<file path="config.mk">
export PLATFORM = sky130hd
export DESIGN_NAME = kv_cmd_queue
export DESIGN_NICKNAME = d
export VERILOG_FILES = /design/src/rtl/kv_cmd_queue.sv
export SDC_FILE = /design/constraint.sdc
export NUM_CORES = 1
export LEC_CHECK = 0
export CORE_MARGIN = 1
export CORE_UTILIZATION = 40
export CTS_BUF_LIST = sky130_fd_sc_hd__clkbuf_16
export DETAILED_ROUTE_END_ITERATION = 8
export GPL_TIMING_DRIVEN = 0
export PLACE_DENSITY = 0.7
export RECOVER_POWER = 100
export SYNTH_ARGS = -nofsm -noshare
export SYNTH_HDL_FRONTEND = slang
export SYNTH_SLANG_ARGS = --single-unit
</file>
<file path="constraint.sdc">
create_clock -name clk -period 6.4 [get_ports clk]
set_clock_uncertainty 0.15 [all_clocks]
set_input_delay 0.64 -clock clk [delete_from_list [all_inputs] [get_ports clk]]
set_output_delay 0.64 -clock clk [all_outputs]
set_load 0.01 [all_outputs]
</file>
<file path="src/rtl/kv_cmd_queue.sv">
// kv_cmd_queue: command front-end for the cache core. Buffers READ/UPSERT/DELETE
// commands, issues them to the core one at a time over its ready/succ handshake
// and queues the results (success, read data, timeout error) for the agent.
module kv_cmd_queue #(
    parameter int KEY_WIDTH      = 16,
    parameter int VALUE_WIDTH    = 64,
    parameter int CMD_DEPTH      = 4,
    parameter int RSP_DEPTH      = 4,
    parameter int TIMEOUT_CYCLES = 64
) (
    input  logic                   clk,
    input  logic                   rst_n,
    input  logic                   cmd_valid_i,
    output logic                   cmd_ready_o,
    input  logic [1:0]             cmd_op_i,
    input  logic [KEY_WIDTH-1:0]   cmd_key_i,
    input  logic [VALUE_WIDTH-1:0] cmd_value_i,
    output logic                   rsp_valid_o,
    input  logic                   rsp_ready_i,
    output logic                   rsp_succ_o,
    output logic                   rsp_err_o,
    output logic [VALUE_WIDTH-1:0] rsp_value_o,
    output logic [1:0]             core_op_o,
    output logic [KEY_WIDTH-1:0]   core_key_o,
    output logic [VALUE_WIDTH-1:0] core_value_o,
    input  logic                   core_rdy_i,
    input  logic                   core_succ_i,
    input  logic [VALUE_WIDTH-1:0] core_value_i,
    output logic                   busy_o
);

    localparam int CPW = $clog2(CMD_DEPTH);
    localparam int RPW = $clog2(RSP_DEPTH);
    localparam int CCW = $clog2(CMD_DEPTH + 1);
    localparam int RCW = $clog2(RSP_DEPTH + 1);
    localparam int TW  = $clog2(TIMEOUT_CYCLES + 1);

    localparam logic [CCW-1:0] CMD_FULL    = CCW'(CMD_DEPTH);
    localparam logic [RCW-1:0] RSP_FULL    = RCW'(RSP_DEPTH);
    localparam logic [TW-1:0]  TIMEOUT_VAL = TW'(TIMEOUT_CYCLES);
    localparam logic [1:0]     OP_NOP      = 2'd0;
    localparam logic [1:0]     OP_READ     = 2'd1;

    typedef enum logic [1:0] {
        ST_IDLE  = 2'd0,
        ST_ISSUE = 2'd1,
        ST_WAIT  = 2'd2
    } state_t;

    state_t state_q, state_d;

    // command FIFO
    logic [1:0]             cmd_op_mem    [CMD_DEPTH];
    logic [KEY_WIDTH-1:0]   cmd_key_mem   [CMD_DEPTH];
    logic [VALUE_WIDTH-1:0] cmd_value_mem [CMD_DEPTH];
    logic [CPW-1:0]         cmd_wr_ptr, cmd_rd_ptr;
    logic [CCW-1:0]         cmd_count;
    logic                   cmd_push, cmd_pop;

    // response FIFO
    logic                   rsp_succ_mem  [RSP_DEPTH];
    logic                   rsp_err_mem   [RSP_DEPTH];
    logic [VALUE_WIDTH-1:0] rsp_value_mem [RSP_DEPTH];
    logic [RPW-1:0]         rsp_wr_ptr, rsp_rd_ptr;
    logic [RCW-1:0]         rsp_count;
    logic                   rsp_push, rsp_wr_en, rsp_pop;
    logic                   rsp_push_succ, rsp_push_err;
    logic [VALUE_WIDTH-1:0] rsp_push_value;

    // in-flight operation tracking
    logic [1:0]             op_q;
    logic [TW-1:0]          timer_q;
    logic                   seen_busy_q;

    // Ready depends only on the registered count, so a full FIFO stays not-ready
    // even in the cycle its head is being popped. NOP handshakes are dropped here.
    assign cmd_ready_o = (cmd_count < CMD_FULL);
    assign cmd_push    = cmd_valid_i && cmd_ready_o && (cmd_op_i != OP_NOP);

    assign rsp_valid_o = (rsp_count != '0);
    assign rsp_pop     = rsp_valid_o && rsp_ready_i;
    assign rsp_wr_en   = rsp_push && ((rsp_count < RSP_FULL) || rsp_pop);
    assign rsp_succ_o  = rsp_valid_o & rsp_succ_mem[rsp_rd_ptr];
    assign rsp_err_o   = rsp_valid_o & rsp_err_mem[rsp_rd_ptr];
    assign rsp_value_o = rsp_valid_o ? rsp_value_mem[rsp_rd_ptr] : '0;

    assign core_op_o = (state_q == ST_ISSUE) ? op_q : OP_NOP;
    assign busy_o    = (state_q != ST_IDLE);

    // Command storage; contents need no reset because count/pointers guard them.
    always_ff @(posedge clk) begin
        if (cmd_push) begin
            cmd_op_mem[cmd_wr_ptr]    <= cmd_op_i;
            cmd_key_mem[cmd_wr_ptr]   <= cmd_key_i;
            cmd_value_mem[cmd_wr_ptr] <= cmd_value_i;
        end
    end

    // Command FIFO pointers and occupancy.
    always_ff @(posedge clk or negedge rst_n) begin
        if (!rst_n) begin
            cmd_wr_ptr <= '0;
            cmd_rd_ptr <= '0;
            cmd_count  <= '0;
        end else begin
            if (cmd_push) cmd_wr_ptr <= cmd_wr_ptr + 1'b1;
            if (cmd_pop)  cmd_rd_ptr <= cmd_rd_ptr + 1'b1;
            case ({cmd_push, cmd_pop})
                2'b10:   cmd_count <= cmd_count + 1'b1;
                2'b01:   cmd_count <= cmd_count - 1'b1;
                default: cmd_count <= cmd_count;
            endcase
        end
    end

    // Response storage; outputs are gated by rsp_valid_o so stale slots never show.
    always_ff @(posedge clk) begin
        if (rsp_wr_en) begin
            rsp_succ_mem[rsp_wr_ptr]  <= rsp_push_succ;
            rsp_err_mem[rsp_wr_ptr]   <= rsp_push_err;
            rsp_value_mem[rsp_wr_ptr] <= rsp_push_value;
        end
    end

    // Response FIFO pointers and occupancy; push and pop may coincide even when full.
    always_ff @(posedge clk or negedge rst_n) begin
        if (!rst_n) begin
            rsp_wr_ptr <= '0;
            rsp_rd_ptr <= '0;
            rsp_count  <= '0;
        end else begin
            if (rsp_wr_en) rsp_wr_ptr <= rsp_wr_ptr + 1'b1;
            if (rsp_pop)   rsp_rd_ptr <= rsp_rd_ptr + 1'b1;
            case ({rsp_wr_en, rsp_pop})
                2'b10:   rsp_count <= rsp_count + 1'b1;
                2'b01:   rsp_count <= rsp_count - 1'b1;
                default: rsp_count <= rsp_count;
            endcase
        end
    end

    // FSM state register.
    always_ff @(posedge clk or negedge rst_n) begin
        if (!rst_n) state_q <= ST_IDLE;
        else        state_q <= state_d;
    end

    // Next-state logic: issue only when a response slot is guaranteed, then wait
    // for the core to go busy and come back; completion beats timeout.
    always_comb begin
        state_d        = state_q;
        cmd_pop        = 1'b0;
        rsp_push       = 1'b0;
        rsp_push_succ  = 1'b0;
        rsp_push_err   = 1'b0;
        rsp_push_value = '0;
        case (state_q)
            ST_IDLE: begin
                if ((cmd_count != '0) && core_rdy_i && (rsp_count < RSP_FULL)) begin
                    cmd_pop = 1'b1;
                    state_d = ST_ISSUE;
                end
            end
            ST_ISSUE: begin
                state_d = ST_WAIT;
            end
            ST_WAIT: begin
                if (seen_busy_q && core_rdy_i) begin
                    rsp_push       = 1'b1;
                    rsp_push_succ  = core_succ_i;
                    rsp_push_value = (op_q == OP_READ) ? core_value_i : '0;
                    state_d        = ST_IDLE;
                end else if (timer_q == TIMEOUT_VAL) begin
                    rsp_push     = 1'b1;
                    rsp_push_err = 1'b1;
                    state_d      = ST_IDLE;
                end
            end
            default: begin
                state_d = ST_IDLE;
            end
        endcase
    end

    // Latch the popped command and track busy/timeout for the operation in flight.
    always_ff @(posedge clk or negedge rst_n) begin
        if (!rst_n) begin
            op_q         <= OP_NOP;
            core_key_o   <= '0;
            core_value_o <= '0;
            timer_q      <= '0;
            seen_busy_q  <= 1'b0;
        end else begin
            if (cmd_pop) begin
                op_q         <= cmd_op_mem[cmd_rd_ptr];
                core_key_o   <= cmd_key_mem[cmd_rd_ptr];
                core_value_o <= cmd_value_mem[cmd_rd_ptr];
            end
            if (state_q == ST_ISSUE) begin
                timer_q     <= '0;
                seen_busy_q <= 1'b0;
            end else if (state_q == ST_WAIT) begin
                if (timer_q != TIMEOUT_VAL) timer_q <= timer_q + 1'b1;
                if (!core_rdy_i)            seen_busy_q <= 1'b1;
            end
        end
    end

endmodule

</file>
==> results.sh, run 1 <==
export IMPL_status="complete, but fails checks"
export IMPL_violations="capacitance limit, slew limit"
export IMPL_grt_pass1_wl_mm=85.5
export IMPL_cts_buffer_depth=3
export IMPL_post_cts_setup_buffers=0
export IMPL_powerDensity_nw_per_um2=431
export IMPL_post_drt_wl_per_cell_um=22.0
export IMPL_nets=1804
export IMPL_cts_htree_levels=3
export IMPL_cp_max_fo=44
export IMPL_hold_class="reg -> reg"
export IMPL_grt_pass1_vias=14100
export IMPL_cellLeakagePower_nw=11.2
export IMPL_die_height_um=262
export IMPL_finalPower_mw=14.4
export IMPL_grtUsageTotal_pct=16.8
export IMPL_cts_tree="yes"
export IMPL_synth_area_top_cells="edfxtp_1, mux4_2, dfrtp_1"
export IMPL_ys_flop_type="edfxtp_1"
export IMPL_ctsRootBufferMaster="clkbuf_16"
export IMPL_synth_common_cells="edfxtp_1, mux4_2, and2_1"
export IMPL_fmax_mhz=205
export IMPL_drive_gt1_share_pct=18.8
export IMPL_viasPerCell=5.11
export IMPL_insertion_delay_ns=0.62
export IMPL_cts_inserted_buffers=74
export IMPL_core_area_um2=66200
export IMPL_drcViolationCount=0
export IMPL_area_growth_pct=23.7
export IMPL_syn_cell_area_um2=27000
export IMPL_start_util_pct=40.8
export IMPL_hold_violations=0
export IMPL_slew_viol_final=217
export IMPL_finalInstanceArea_um2=33400
export IMPL_cp_arrival_ns=4.93
export IMPL_seq_area_frac_synth_pct=75.7
export IMPL_wl_mm=56.5
export IMPL_gp_congestion=0.734
export IMPL_min_period_ns=4.88
export IMPL_grt_max_degree=75
export IMPL_max_slew_margin_pct=-164
export IMPL_first_pass_iters=5
export IMPL_synth_nets=1416
export IMPL_io_buffers=302
export IMPL_synth_edf_count=592
export IMPL_place_area_um2=31400
export IMPL_async_flop_share_pct=15.2
export IMPL_grt_overflow=0
export IMPL_startpoint_type="register"
export IMPL_crit_type="reg -> reg"
export IMPL_yosysWarnings=0
export IMPL_finalSetupTns_ns=0
export IMPL_syn_instance_count=1247
export IMPL_drt_iter0_drc=798
export IMPL_finalCritPeriodShare_pct=76.2
export IMPL_nFillCells=5321
export IMPL_antenna_left=0
export IMPL_clkTransAtPathRegs_ns=0.06
export IMPL_worst_pin_slew_ns=3.96
export IMPL_num_vias=13100
export IMPL_critPathRequiredTime_ns=6.46
export IMPL_io_pin_count=303
export IMPL_yosysTopAreaCellShare_pct=65.9
export IMPL_rsz0062_at_grt="no"
export IMPL_dieArea_um2=68500
export IMPL_ir_worst_vdd_mv=0.255
export IMPL_avgSynthCellArea_um2=21.6
export IMPL_die_w_um=262
export IMPL_synth_most_common_cell="edfxtp_1"
export IMPL_setup_viol=0
export IMPL_crit_path_end_kind="register"
export IMPL_ys_seq_elements=698
export IMPL_yosysTopAreaCell="edfxtp_1"
export IMPL_synthDistinctLibCells=46
export IMPL_num_rows=94
export IMPL_dp_hpwl_mm=34.7
export IMPL_grt_antenna_before_repair=22
export IMPL_maxCapViolations=7
export IMPL_cts_sinks=698
-- power by group --
group	leakage, nW	internal, mW	switching, mW
clock	1.23	2.47	1.75
sequential	6.56	5.56	0.275
combinational	3.41	2.27	2.07
total	11.2	10.3	4.09
-- routing by layer --
metal / share of wire [%] / GRT usage, % / vias up
li1: - / - / 5778
met1: 40 / 21.4 / 6806
met2: 49 / 27.5 / 409
met3: 8.2 / 5.57 / 101
met4: 1.7 / 4.65 / 28
met5: 0.33 / 0 / -
-- worst max-delay path, cell delays in order (launching register included) --
cell	delay, ns
dfrtp_1	0.43
inv_1	0.12
ha_1	0.20
nand4bb_2	0.17
a2111oi_0	1.67
and2_4	0.62
clkbuf_2	1.05
-- path summary, 6_finish.rpt --
check | end | start | slack (ns) | cells after the start
max in group asynchronous | core_value_o[30] | rst_n | 3.61 | 2
worst max-delay path | rsp_value_mem[0][12] | timer_q[0] | 1.52 | 6
worst max register to register | rsp_value_mem[0][12] | timer_q[0] | 1.52 | 6
worst min register to register | core_key_o[11] | core_key_o[11] | 0.33 | 1
min in group asynchronous | core_value_o[16] | rst_n | 1.13 | 2
worst min-delay path | core_key_o[11] | core_key_o[11] | 0.33 | 1
-- state kept, by name (all words and copies together) (netlist names), 4 cells and up --
| signal | cells |
|---|---|
| timer_q | 7 |
| rsp_succ_mem | 4 |
| rsp_value_mem | 256 |
| core_key_o | 16 |
| core_value_o | 64 |
| rsp_err_mem | 4 |
| cmd_op_mem | 8 |
| cmd_key_mem | 64 |
| cmd_value_mem | 256 |
-- through the flow --
step,utilization [%],hold WS (ns),worst slack [ns],instances
after CTS,51.0,0.335,2.48,2559
final,50.4,0.330,1.52,2566
after floorplan,-,0.194,2.88,1247
after detailed placement,47.4,0.342,2.85,2422
after global routing,50.4,0.356,1.20,2560
after global placement,47.0,0.331,-0.779,2413
-- timing repair --
| action | CTS | global route |
|---|---|---|
| hold endpoints to repair | 32 | 0 |
| resized for setup | 0 | 0 |
| hold buffers | 1 | 0 |
-- logic make-up (layout without fill, tap and decap cells) --
family | count (synthesis) | in the layout | share of synthesized area [%]
other cells | 0 | 7 | 0
simple gates | 178 | 178 | 4.07
flops | 698 | 698 | 75.7
mux | 232 | 232 | 16.7
fa+ha+maj | 17 | 17 | 0.844
buf+inv | 79 | 527 | 1.43
compound gates | 31 | 31 | 0.909
xor+xnor | 12 | 12 | 0.389
-- cell type report --
| class | instances | area [um^2] | share of cell area [%] |
|---|---|---|---|
| Antenna cell | 7 | 17.5 | 0.0525 |
| Buffer | 57 | 228 | 0.682 |
| Clock buffer | 75 | 1880 | 5.62 |
| Clock inverter | 61 | 537 | 1.61 |
| Inverter | 22 | 82.6 | 0.247 |
| Multi-Input combinational cell | 470 | 5950 | 17.8 |
| Sequential cell | 698 | 20400 | 61.2 |
| Tap cell | 864 | 1080 | 3.24 |
| Timing Repair Buffer | 312 | 3180 | 9.54 |
-- layout by cell type, fill, tap and decap left out, drive strengths merged, types with 2 or more instances in the layout --
cell,count
o2111ai,2
o211a,2
dfrtp,106
dlygate4sd3,226
nor2,6
clkinv,33
a21oi,5
nand3,5
and2,141
a31oi,2
mux4,148
clkbuf,122
o311ai,3
xor2,6
ha,15
edfxtp,592
diode,7
a211o,3
o21ai,5
clkinvlp,3
inv,39
xnor2,6
mux2,84
nor2b,2
nand2,13
or3,2
buf,20
clkdlybuf4s50,76
fa,2
o31ai,3
bufinv,8
(Power assumes the default switching activity.)
==> run 2: changes to the inputs <==
==> constraint.sdc (replaced) <==
create_clock -name clk -period 4.95 [get_ports clk]
set_clock_uncertainty 0.15 [all_clocks]
set_input_delay 0.495 -clock clk [delete_from_list [all_inputs] [get_ports clk]]
set_output_delay 0.495 -clock clk [all_outputs]
set_load 0.01 [all_outputs]
==> run 2 against run 1 <==
The flow still finishes with violations (capacitance limit, slew limit); global-route usage unchanged; routed wire length about the same; critical endpoint is now rsp_value_o[60]; flip-flop and latch count unchanged; worst setup slack worse by 0.69 ns; critical path depth unchanged; die area unchanged; register-to-register slack worse by 0.66 ns; largest cell class unchanged.
==> results.sh, run 2 (synthesized netlist as in run 1, its figures left out) <==
export IMPL_status="complete, but fails checks"
export IMPL_violations="capacitance limit, slew limit"
export IMPL_grt_max_degree=75
export IMPL_power_frac_comb_pct=30.3
export IMPL_finalCritPeriodShare_pct=83.1
export IMPL_dieArea_um2=68500
export IMPL_gp_congestion=0.734
export IMPL_startpoint_type="register"
export IMPL_ctsRootBufferMaster="clkbuf_16"
export IMPL_cts_htree_levels=3
export IMPL_final_common_cell="edfxtp_1"
export IMPL_worst_path_most_repeated_cell="clkbuf_1"
export IMPL_drt_iter0_drc=854
export IMPL_nets=1804
export IMPL_layout_setup_ws_ns=0.837
export IMPL_layout_common_cells="edfxtp_1, dlygate4sd3_1, mux4_2"
export IMPL_place_area_um2=31400
export IMPL_cellLeakagePower_nw=11.2
export IMPL_nFillCells=5316
export IMPL_max_slew_margin_pct=-84.5
export IMPL_rsz0062_at_grt="no"
export IMPL_seqPwrFrac_pct=40.4
export IMPL_grt_overflow=0
export IMPL_grt_pass1_vias=14100
export IMPL_power_switching_mw=5.30
export IMPL_cts_buffer_depth=3
export IMPL_min_period_ns=4.11
export IMPL_cts_resized=0
export IMPL_antenna_left=0
export IMPL_dp_hpwl_mm=34.7
export IMPL_num_rows=94
export IMPL_powerDensity_nw_per_um2=557
export IMPL_num_vias=13100
export IMPL_reg2reg_slack_ns=0.86
export IMPL_hold_class="reg -> reg"
export IMPL_fmax_mhz=243
export IMPL_io_buffers=302
export IMPL_cts_inserted_buffers=74
export IMPL_drcViolationCount=0
export IMPL_crit_slowest_cell="clkbuf_1"
export IMPL_core_area_um2=66200
export IMPL_crit_path_end_kind="output port"
export IMPL_p_int_mw=13.4
export IMPL_slew_viol_final=217
export IMPL_cp_arrival_ns=3.47
export IMPL_grt_pass1_wl_mm=85.5
export IMPL_io_pin_count=303
export IMPL_setup_viol=0
export IMPL_critPathRequiredTime_ns=4.30
export IMPL_ir_worst_vdd_mv=0.329
export IMPL_insertion_delay_ns=0.62
export IMPL_worstPathCellList="clkbuf_1 -> clkbuf_1 -> buf_4 -> mux4_2 -> and2_1 -> dlygate4sd3_1"
export IMPL_maxCapViolations=7
export IMPL_clockPowerShare_pct=29.3
export IMPL_final_util_pct=50.6
export IMPL_wl_mm=56.5
export IMPL_netSwitchingFraction_pct=28.4
export IMPL_cts_sinks=698
export IMPL_grtUsageTotal_pct=16.8
export IMPL_die_w_um=262
export IMPL_first_pass_iters=5
export IMPL_grt_antenna_before_repair=22
export IMPL_reg_top3="cmd_value_mem x256, rsp_value_mem x256"
export IMPL_cp_max_fo=10
export IMPL_worst_pin_slew_ns=2.77
export IMPL_viasPerCell=5.12
export IMPL_die_height_um=262
export IMPL_slowest_delay_ns=0.64
export IMPL_finalInstanceArea_um2=33500
export IMPL_hold_violations=0
export IMPL_cts_tree="yes"
export IMPL_start_util_pct=40.8
export IMPL_clkTransAtPathRegs_ns=0.06
export IMPL_post_drt_wl_per_cell_um=22.0
export IMPL_crit_type="reg -> out"
export IMPL_area_growth_pct=24.1
export IMPL_holdWs_ns=0.329
export IMPL_drive_gt1_share_pct=19.0
export IMPL_dp_slack_ns=1.55
==> run 2: changes by cell type in the layout (fill, tap and decap cells not counted), sizes merged <==
cell,delta
clkbuf,-5
buf,+5
clkdlybuf4s50,+15
dlygate4sd3,-15
==> run 2: power groups by stage <==
stage	clock, mW	combinational (mW)	sequential, mW
after CTS	5.59	6.39	7.57
after global routing	5.83	6.17	7.63
after detailed placement	0	6.36	7.67
after global placement	0	6.22	7.70
after floorplan	0	3.50	7.75
final	5.46	5.65	7.54
==> run 2: final timing paths <==
path,from,to,depth (start not counted)
max,rsp_rd_ptr[0],rsp_value_o[60],6
min,core_key_o[11],core_key_o[11],1
max reg2reg,timer_q[0],rsp_value_mem[0][12],6
min reg2reg,core_key_o[11],core_key_o[11],1
max in group asynchronous,rst_n,core_value_o[30],2
min in group asynchronous,rst_n,core_value_o[16],2
==> run 2: stage by stage <==
| step | instances | total power [mW] | setup TNS [ns] |
|---|---|---|---|
| after floorplan | 1247 | 11.2 | 0 |
| after global placement | 2413 | 13.9 | -536.99 |
| after detailed placement | 2422 | 14.0 | 0 |
| after CTS | 2559 | 19.6 | 0 |
| after global routing | 2560 | 19.6 | 0 |
| final | 2566 | 18.7 | 0 |
==> run 2: metal layers <==
layer,GRT usage [%],vias to the layer above,share of wire [%]
met5,0,-,0.36
met4,4.65,30,1.7
met3,5.57,102,8.2
met2,27.5,406,49
met1,21.4,6818,41
li1,-,5774,-
==> run 2: worst max-delay path, delay by kind of cell (launching register included) <==
family / cells / cell delay [ns]
buffers and inverters: 4 / 1.87
muxes: 1 / 0.51
DFF: 1 / 0.32
and+or+nand+nor: 1 / 0.16
==> run 2: final cells by class <==
type | instances | area (um^2) | share of cell area, %
clock inverter | 61 | 537 | 1.60
inverter | 22 | 82.6 | 0.247
timing repair buffer | 312 | 3270 | 9.78
tap | 864 | 1080 | 3.23
antenna | 7 | 17.5 | 0.0523
multi-input combinational | 470 | 5950 | 17.8
clock buffer | 75 | 1880 | 5.60
sequential | 698 | 20400 | 61.0
buffer | 57 | 236 | 0.706
==> run 2: timing repair <==
item,in CTS,in global routing
hold buffers,1,0
buffers inserted,0,0
endpoints found under the hold margin,32,0
